### config.mk
export PLATFORM = sky130hd
export DESIGN_NAME = edge_detect_multi_flat
export DESIGN_NICKNAME = d
export VERILOG_FILES = /design/src/rtl/edge_detect_multi_if.sv /design/src/rtl/edge_detect_multi.sv /design/src/flat_wrapper.sv
export SDC_FILE = /design/constraint.sdc
export NUM_CORES = 1
export LEC_CHECK = 0
export CAP_MARGIN = 25
export CORE_MARGIN = 4
export CORE_UTILIZATION = 28
export CTS_BUF_LIST = sky130_fd_sc_hd__clkbuf_16
export DETAILED_ROUTE_END_ITERATION = 8
export PLACE_DENSITY = 0.45
export REMOVE_ABC_BUFFERS = 1
export SETUP_SLACK_MARGIN = 0.05
export SLEW_MARGIN = 20
export SYNTH_ARGS = -nofsm -noshare
export SYNTH_HDL_FRONTEND = slang
export SYNTH_SLANG_ARGS = --single-unit
### constraint.sdc
create_clock -name clk -period 1.8 [get_ports clk]
set_input_delay 0.18 -clock clk [delete_from_list [all_inputs] [get_ports clk]]
set_output_delay 0.18 -clock clk [all_outputs]
set_load 0.05 [all_outputs]
### src/rtl/edge_detect_multi_if.sv
// Bundles the raw level inputs, per-channel controls and edge/level/flag
// outputs of edge_detect_multi; master drives levels and controls.
interface edge_detect_multi_if #(
  parameter int N_CH = 4
);
  logic [N_CH-1:0]   level;
  logic [2*N_CH-1:0] mode;
  logic [N_CH-1:0]   clear;
  logic [N_CH-1:0]   tick;
  logic [N_CH-1:0]   level_db;
  logic [N_CH-1:0]   event_flag;
  logic              any_tick;

  modport master (
    output level, mode, clear,
    input  tick, level_db, event_flag, any_tick
  );

  modport slave (
    input  level, mode, clear,
    output tick, level_db, event_flag, any_tick
  );
endinterface

### src/rtl/edge_detect_multi.sv
// N-channel debounced edge detector: per-channel synchroniser, stability
// counter FSM, Moore edge ticks, debounced level and sticky event flag.
module edge_detect_multi #(
  parameter int N_CH        = 4,
  parameter int SYNC_STAGES = 2,
  parameter int DB_CYCLES   = 4
) (
  input  logic               clk,
  input  logic               rst,
  edge_detect_multi_if.slave bus
);
  localparam int CNT_W = (DB_CYCLES > 1) ? $clog2(DB_CYCLES) : 1;
  localparam logic [CNT_W-1:0] CNT_LAST = CNT_W'(DB_CYCLES - 1);
  localparam logic [CNT_W-1:0] CNT_ONE  = CNT_W'(1'b1);

  typedef enum logic [2:0] {
    LOW      = 3'd0,
    RISE_CHK = 3'd1,
    R_EDGE   = 3'd2,
    HIGH     = 3'd3,
    FALL_CHK = 3'd4,
    F_EDGE   = 3'd5
  } state_e;

  logic [N_CH-1:0] tick_s;

  for (genvar i = 0; i < N_CH; i++) begin : g_ch
    logic             s_s;
    state_e           state_q;
    logic [CNT_W-1:0] cnt_q;
    logic             flag_q;

    if (SYNC_STAGES == 0) begin : g_nosync
      assign s_s = bus.level[i];
    end else begin : g_sync
      logic [SYNC_STAGES-1:0] sync_q;

      // Shift the asynchronous level through the synchroniser chain
      always_ff @(posedge clk or posedge rst) begin
        if (rst) begin
          sync_q <= '0;
        end else begin
          sync_q <= (sync_q << 1'b1) | SYNC_STAGES'(bus.level[i]);
        end
      end

      assign s_s = sync_q[SYNC_STAGES-1];
    end

    // Debounce FSM; the counter tracks stable samples after the first change
    always_ff @(posedge clk or posedge rst) begin
      if (rst) begin
        state_q <= LOW;
        cnt_q   <= '0;
      end else begin
        case (state_q)
          LOW: begin
            if (s_s) begin
              state_q <= RISE_CHK;
              cnt_q   <= '0;
            end
          end
          RISE_CHK: begin
            if (!s_s)                   state_q <= LOW;
            else if (cnt_q == CNT_LAST) state_q <= R_EDGE;
            else                        cnt_q   <= cnt_q + CNT_ONE;
          end
          R_EDGE: state_q <= HIGH;
          HIGH: begin
            if (!s_s) begin
              state_q <= FALL_CHK;
              cnt_q   <= '0;
            end
          end
          FALL_CHK: begin
            if (s_s)                    state_q <= HIGH;
            else if (cnt_q == CNT_LAST) state_q <= F_EDGE;
            else                        cnt_q   <= cnt_q + CNT_ONE;
          end
          F_EDGE: state_q <= LOW;
          default: begin
            state_q <= LOW;
            cnt_q   <= '0;
          end
        endcase
      end
    end

    // Sticky edge flag: a tick outranks a coincident clear
    always_ff @(posedge clk or posedge rst) begin
      if (rst) begin
        flag_q <= 1'b0;
      end else if (tick_s[i]) begin
        flag_q <= 1'b1;
      end else if (bus.clear[i]) begin
        flag_q <= 1'b0;
      end else begin
        flag_q <= flag_q;
      end
    end

    // mode only gates the decode, never the state transitions
    assign tick_s[i] = ((state_q == R_EDGE) & bus.mode[2*i]) |
                       ((state_q == F_EDGE) & bus.mode[2*i+1]);
    assign bus.level_db[i]   = (state_q == R_EDGE) | (state_q == HIGH) |
                               (state_q == FALL_CHK);
    assign bus.event_flag[i] = flag_q;
  end

  assign bus.tick     = tick_s;
  assign bus.any_tick = |tick_s;

endmodule

### src/flat_wrapper.sv
// flat-port wrapper written by rule: the top's interface ports become plain ports
module edge_detect_multi_flat 
#(
  parameter int N_CH        = 4,
  parameter int SYNC_STAGES = 2,
  parameter int DB_CYCLES   = 4
)
  (clk, rst, bus_level, bus_mode, bus_clear, bus_tick, bus_level_db, bus_event_flag, bus_any_tick);
  edge_detect_multi_if #(.N_CH(N_CH)) bus_i ();
  input  logic clk;
  input  logic rst;
  input wire logic [$bits(bus_i.level)-1:0] bus_level;
  input wire logic [$bits(bus_i.mode)-1:0] bus_mode;
  input wire logic [$bits(bus_i.clear)-1:0] bus_clear;
  output wire logic [$bits(bus_i.tick)-1:0] bus_tick;
  output wire logic [$bits(bus_i.level_db)-1:0] bus_level_db;
  output wire logic [$bits(bus_i.event_flag)-1:0] bus_event_flag;
  output wire logic [$bits(bus_i.any_tick)-1:0] bus_any_tick;
  assign bus_i.level = bus_level;
  assign bus_i.mode = bus_mode;
  assign bus_i.clear = bus_clear;
  assign bus_tick = bus_i.tick;
  assign bus_level_db = bus_i.level_db;
  assign bus_event_flag = bus_i.event_flag;
  assign bus_any_tick = bus_i.any_tick;
  edge_detect_multi #(.N_CH(N_CH), .SYNC_STAGES(SYNC_STAGES), .DB_CYCLES(DB_CYCLES)) u_core (.clk(clk), .rst(rst), .bus(bus_i));
endmodule
======== After elaboration in Yosys (flattened, before gate mapping) ========
Cells that the tools add are included.
storage, ports and cells
  bits of input ports ..................... 18
  register bits after elaboration ......... 32
  logic and storage cells ................. 177
  output and inout bits ................... 13
cells by class
  equality and inequality tests ........... 48
  add/sub/neg operators ................... 4
  reduce and logical (&&, ||, !) cells .... 21
  bitwise operators ....................... 28
  mux-type cells .......................... 60
operators with widths
  kind                 number
  $mux 3               24
  $pmux 3 s5           4
  $mux 2               20
  $pmux 2 s5           4
  $eq 3x2->1 const B   8
  $eq 3x3->1 const B   8
  $reduce_and 5->1     4
  $ne 2x1->1 const B   8
  $ne 2x2->1 const B   8
  $reduce_and 4->1     4
  $eq 3x1->1 const B   4
  $logic_not 3->1      4
  $ne 3x1->1 const B   4
  $ne 3x3->1 const B   4
  $or 1x1->1           12
  $add 2x1->2 const B  4
  $and 1x1->1          8
  $eq 2x2->1 const B   4
  $mux 1               8
  $or 2x1->2           4
  $reduce_bool 2->1    4
  $reduce_or 2->1      4
  $not 1->1            4
  $reduce_or 4->1      1

======== Longest topological paths before layout ========
  word-level depth ........................ 4
  depth in mapped cells ................... 5
  gate-level depth less buffers ........... 5

======== Least setup slack after synthesis ========
OpenSTA, ideal clock, no wires.
  path type ............................... flip-flop to output port
  start point ............................. register u_core.g_ch[0].state_q[1]
  end point ............................... output port bus_level_db[0]
  slack ................................... -19 ps
  cell stages (with the launch flop) ...... 4
  data arrival time ....................... 1,639 ps
  path buffers ............................ 1
  cell sequence ........................... dfrtp_1 -> buf_2 -> inv_1 -> o21ai_0
between the ends
  longest elaborated chain between the ends .. 3
  elaborated cells between the ends (all ways) .. 5
ends and longest elaborated chain
  element                 line                      source
  start, declared         edge_detect_multi.sv:29   state_e state_q;
  start signal, assigned  edge_detect_multi.sv:53   state_q <= LOW;
  start signal, assigned  edge_detect_multi.sv:59   state_q <= RISE_CHK;
  start signal, assigned  edge_detect_multi.sv:64   if (!s_s) state_q <= LOW;
  $eq 3x2->1              edge_detect_multi.sv:105  assign bus.level_db[i] = (state_q == R_EDGE) | (state_q == HIGH) |
  $or 1x1->1              edge_detect_multi.sv:105
  $or 1x1->1 *            edge_detect_multi.sv:105
  end, declared           flat_wrapper.sv:16        output wire logic [$bits(bus_i.level_db)-1:0] bus_level_db;
Mark *: on every way between the ends. The rest lies on a longest branch, timed or not.

======== Final worst setup path ========
  start point ............................. register u_core.g_ch[1].state_q[0]
  end point ............................... output port bus_any_tick
between the ends
  longest elaborated chain between the ends .. 4
  elaborated cells between the ends (all ways) .. 6
ends and longest elaborated chain
  element                                   line                                                source
  start, declared                           edge_detect_multi.sv:29
  start signal, assigned                    edge_detect_multi.sv:53
  start signal, assigned                    edge_detect_multi.sv:59
  start signal, assigned                    edge_detect_multi.sv:64
  $eq 3x2->1 or $eq 3x3->1 (tied branches)  edge_detect_multi.sv:103, edge_detect_multi.sv:104
  $and 1x1->1, on equally long branches     edge_detect_multi.sv:103, edge_detect_multi.sv:104
  $or 1x1->1 *                              edge_detect_multi.sv:103                            assign tick_s[i] = ((state_q == R_EDGE) & bus.mode[2*i]) |
  $reduce_or 4->1 *                         edge_detect_multi.sv:111                            assign bus.any_tick = |tick_s;
  end, declared                             flat_wrapper.sv:18                                  output wire logic [$bits(bus_i.any_tick)-1:0] bus_any_tick;
Marked as above.

==> results by stage <==
Critical path:
- The worst setup path is captured at a primary output.
- STA puts the critical path data arrival time at 1510 ps.
- Broken down by cell family, the worst path's largest delay share belongs to flip-flops.
- Tracing the worst setup path back leads to its startpoint at u_core.g_ch[1].state_q[0].
- The signal on the critical path passes through nor2b_1 -> a32oi_2 -> nand4_1 -> buf_6.
- The highest cell delay on the worst timing path is 570 ps.
- The buffers plus inverters on the worst setup path is 1.
- The library cell contributing the largest single delay on the critical path is dfrtp_1.
- The start of the worst register-to-register path is u_core.g_ch[2].cnt_q[0].
- At the worst endpoint, the required time is 1620 ps.
- Along the worst path, the maximum fanout reaches 11.
- The classification of the worst setup path is reg -> out.
- The worst setup path is launched from a register.

Yosys:
- The cell type contributing the most total cell area after synthesis is dfrtp_1.
- The synthesized area divided by synthesized cell count is 9.78 um2.
- For this run, the register share of the synthesized area comes to 0.463.
- The number of library cell types mapped by synthesis is 35.
- The post-synthesis share of cell area spent on xor and xnor gates is 0.0202.
- The dominant synthesized flop cell is dfrtp_1.
- Measured against the total synthesized area, the mux share comes to 0.0521.
- The commonest cells after synthesis are dfrtp_1 (32), a21oi_1 (21), nor2b_1 (18).
- Of the total synthesized cell area, the portion taken by AND, OR, NAND and NOR gates is 0.180.
- The gate count after technology mapping is 177.
- The dominant combinational cell family by area after synthesis is simple AND/OR/NAND/NOR gates.
- The synthesized netlist occupies a cell area of between 0.0015 and 0.002 mm2.
- The post-synthesis async set-or-reset flop share is 1.00.
- Yosys mapped a number of flops with a built-in enable equal to 0.
- The register bit total from synthesis is 32.
- The most common cell in the synthesized netlist is dfrtp_1.
- The compound-cell area share of the yosys netlist is 0.176.
- Yosys attributes the largest share of cell area to dfrtp_1 (46%), nor2b_1 (6.5%), a21oi_1 (6.1%).
- The adder and majority gate portion of the synthesized area is 0.0289.
- The fraction of synthesized cell area taken by the top area cell type is 0.463.
- The count of warnings emitted by yosys is 0.

Final layout:
- Summing all multi-input logic gate instances after layout gives around 840 um2.
- The number of inserted filler cells in the final layout is about 600.
- The final-stage net count is 230.
- In the final layout, the share of cells above drive strength 1 is 0.249.
- The total area of sequential cells is about 810 um2.
- From synthesis to final layout, the design area changed by 32.6%.
- The count of inserted antenna diode cells is 0.

Placed design:
- The congestion estimate from routability-driven global placement came to between 0.7 and 0.8.
- Buffers placed on the I/O ports in this run total 30.
- The HPWL after detailed placement is 2560 um.

Die:
- The floorplan step defined a core boundary enclosing 0.00596 mm2.
- After floorplanning, the core was divided into 28 placement rows.
- The die outline width is 86.6 um.
- The floorplan step set the die height to 86.6 um.
- The floorplan step defined a die boundary enclosing ~0.0075 mm2.
- In this run the count of I/O pins placed on the die edge is 31.
- The initial cell density of the core is 0.291.

Clock tree:
- In this run the clock root is driven by a clkbuf_16.
- Hold repair after CTS inserted 0 buffers.
- The number of buffers added by the clock tree synthesis step is 5.
- The H-tree was split into 2 levels.
- TritonCTS built the clock tree.
- At the later pin of the worst-skew pair, clock insertion delay measures 270 ps.
- The number of clock sinks seen by CTS is 32.
- After clock tree synthesis, the clock-pin slew on the worst setup and hold paths is 50 ps.
- The clock passes through at most 2 buffers.

Global routing:
- The global-route wire length before repair is just over 6000 um.
- The initial antenna violation count is 0.
- The final global-route overflow total is 0.
- The number of global-route vias before repair was 1350.
- Entering global routing, the biggest net connects 33 pins.
- For this run, the total global-route usage over all layers was measured as 0.103.

Route:
- The post-detailed-route via-to-cell ratio is 4.89.
- After detailed routing, the number of remaining DRC violations is 0.
- For this run, the detailed router's first-pass iteration total came to 4.
- In this run, the number of DRC markers left after iteration 0 of detailed routing was 44.
- The count of nets left with antenna violations once routing finished came out at 0.
- The total number of vias is 1390.
- The routed wire length is 3640 um.
- In the final routed layout, each cell accounts on average for 12.8 um.

Timing:
- Of the available clock period, the critical path in the final layout requires 0.941.
- The post-layout minimum cycle time is around 1700 ps.
- The number of pins exceeding their max-slew limit in the final report is 0.
- The count of endpoints failing setup in the final report is 0.
- The achievable clock frequency is 590 MHz.
- The minimum hold slack is 290 ps.
- At the pin with the least slew margin, the transition time is between 500 and 600 ps.
- The number of hold violations in the final report is 0.
- The final-layout setup total negative slack is 0 ps.
- The worst slew slack as a fraction of its limit is 0.658.
- Setup repair after global routing could not meet its margin everywhere.
- The final setup skew is 2.44 ps.

Power:
- The maximum resistive drop on vdd is 815 uV.
- For this design the ratio of total power to cell area is 1650 mW/mm2.
- The static leakage is around 1.0 nW.

Worst hold path:
- The path category of the worst min-delay check is in -> async.

Flow run:
- Max-cap violations in this run came to 0.

Run status:
- The run finished with clean final reports.
-- repair_timing --
item | in CTS | in global routing
resized for setup | 9 | 7
pin swaps | 3 | 1
setup buffers | 3 | 4
endpoints found under the hold margin | 0 | 0
endpoints found under the setup margin | 5 | 8
-- per-layer routing --
layer,GRT usage,wire (um),vias to the layer above,share of wire
met2,0.175,1810,33,0.50
met1,0.118,1620,675,0.45
met4,0.0467,57,0,0.016
met5,0,0,-,0
li1,-,-,676,-
met3,0.0333,150,6,0.041
-- stage by stage --
step / area [um2] / total power, mW / setup WS [ps] / util / cells
floorplan: 1640 / 2.41 / -28.3 / - / 161
global placement: 2050 / 2.87 / 154 / 0.344 / 269
detailed placement: 2050 / 2.91 / 119 / 0.344 / 269
CTS: 2240 / 3.77 / 56.1 / 0.377 / 280
global route: 2290 / 4.07 / 28.1 / 0.385 / 284
finish: 2290 / 3.79 / 106 / 0.385 / 284
-- power by group --
part	internal (mW)	switching, mW
Clock	0.496	0.273
Combinational	0.830	0.973
Sequential	0.947	0.276
Total	2.27	1.52
-- worst paths after layout --
check                           slack (ps)  cells after the start                               to
worst max-delay path                   110                      4                     bus_any_tick
worst min-delay path                   290                      3        u_core.g_ch[0].state_q[1]
worst max register to register         130                      4          u_core.g_ch[2].cnt_q[1]
worst min register to register         350                      0  u_core.g_ch[0].g_sync.sync_q[1]
max in group asynchronous             1190                      3        u_core.g_ch[3].state_q[1]
min in group clk                       350                      0  u_core.g_ch[0].g_sync.sync_q[1]
-- placed cells by master (no fill, tap or decap), types with 3 or more instances in the layout --
master	n
dfrtp_2	7
o21ai_0	8
nand2b_1	4
nor2_1	7
mux2_2	6
nor3_1	5
or2_2	4
buf_4	17
inv_1	15
dfrtp_1	25
clkdlybuf4s50_1	21
ha_1	3
clkbuf_16	5
nand2_1	3
o22ai_1	3
o32ai_1	5
nor3b_1	4
xnor2_1	4
a21oi_1	21
nor2b_1	16
a32oi_2	3
-- worst register-to-register path, stage by stage (launching register included) --
cell      delay [ps]
dfrtp_1          380
ha_1             260
or2_2            290
o221ai_1         260
mux2_2           370
-- cell type report --
cell class              instances  area share
clock buffers                   5      0.0545
inverters                      13      0.0213
well taps                      75      0.0409
multi-input cells             116       0.365
repair buffers                 40       0.161
flip-flops and latches         32       0.353
clock inverters                 3     0.00491
-- cell families (layout without fill, tap and decap cells) --
| kind of cell | count (synthesis) | in the layout |
|---|---|---|
| simple gates | 52 | 52 |
| compound gates | 48 | 48 |
| flops | 32 | 32 |
| buf+inv | 29 | 61 |
| mux | 8 | 8 |
| fa+ha+maj | 4 | 4 |
| xor+xnor | 4 | 4 |
-- state kept, by name (all words and copies together), names as in the netlist --
register,count
u_core.g_ch.flag_q,4
u_core.g_ch.g_sync.sync_q,8
u_core.g_ch.state_q,12
u_core.g_ch.cnt_q,8
Power figures use the tool's default switching activity.
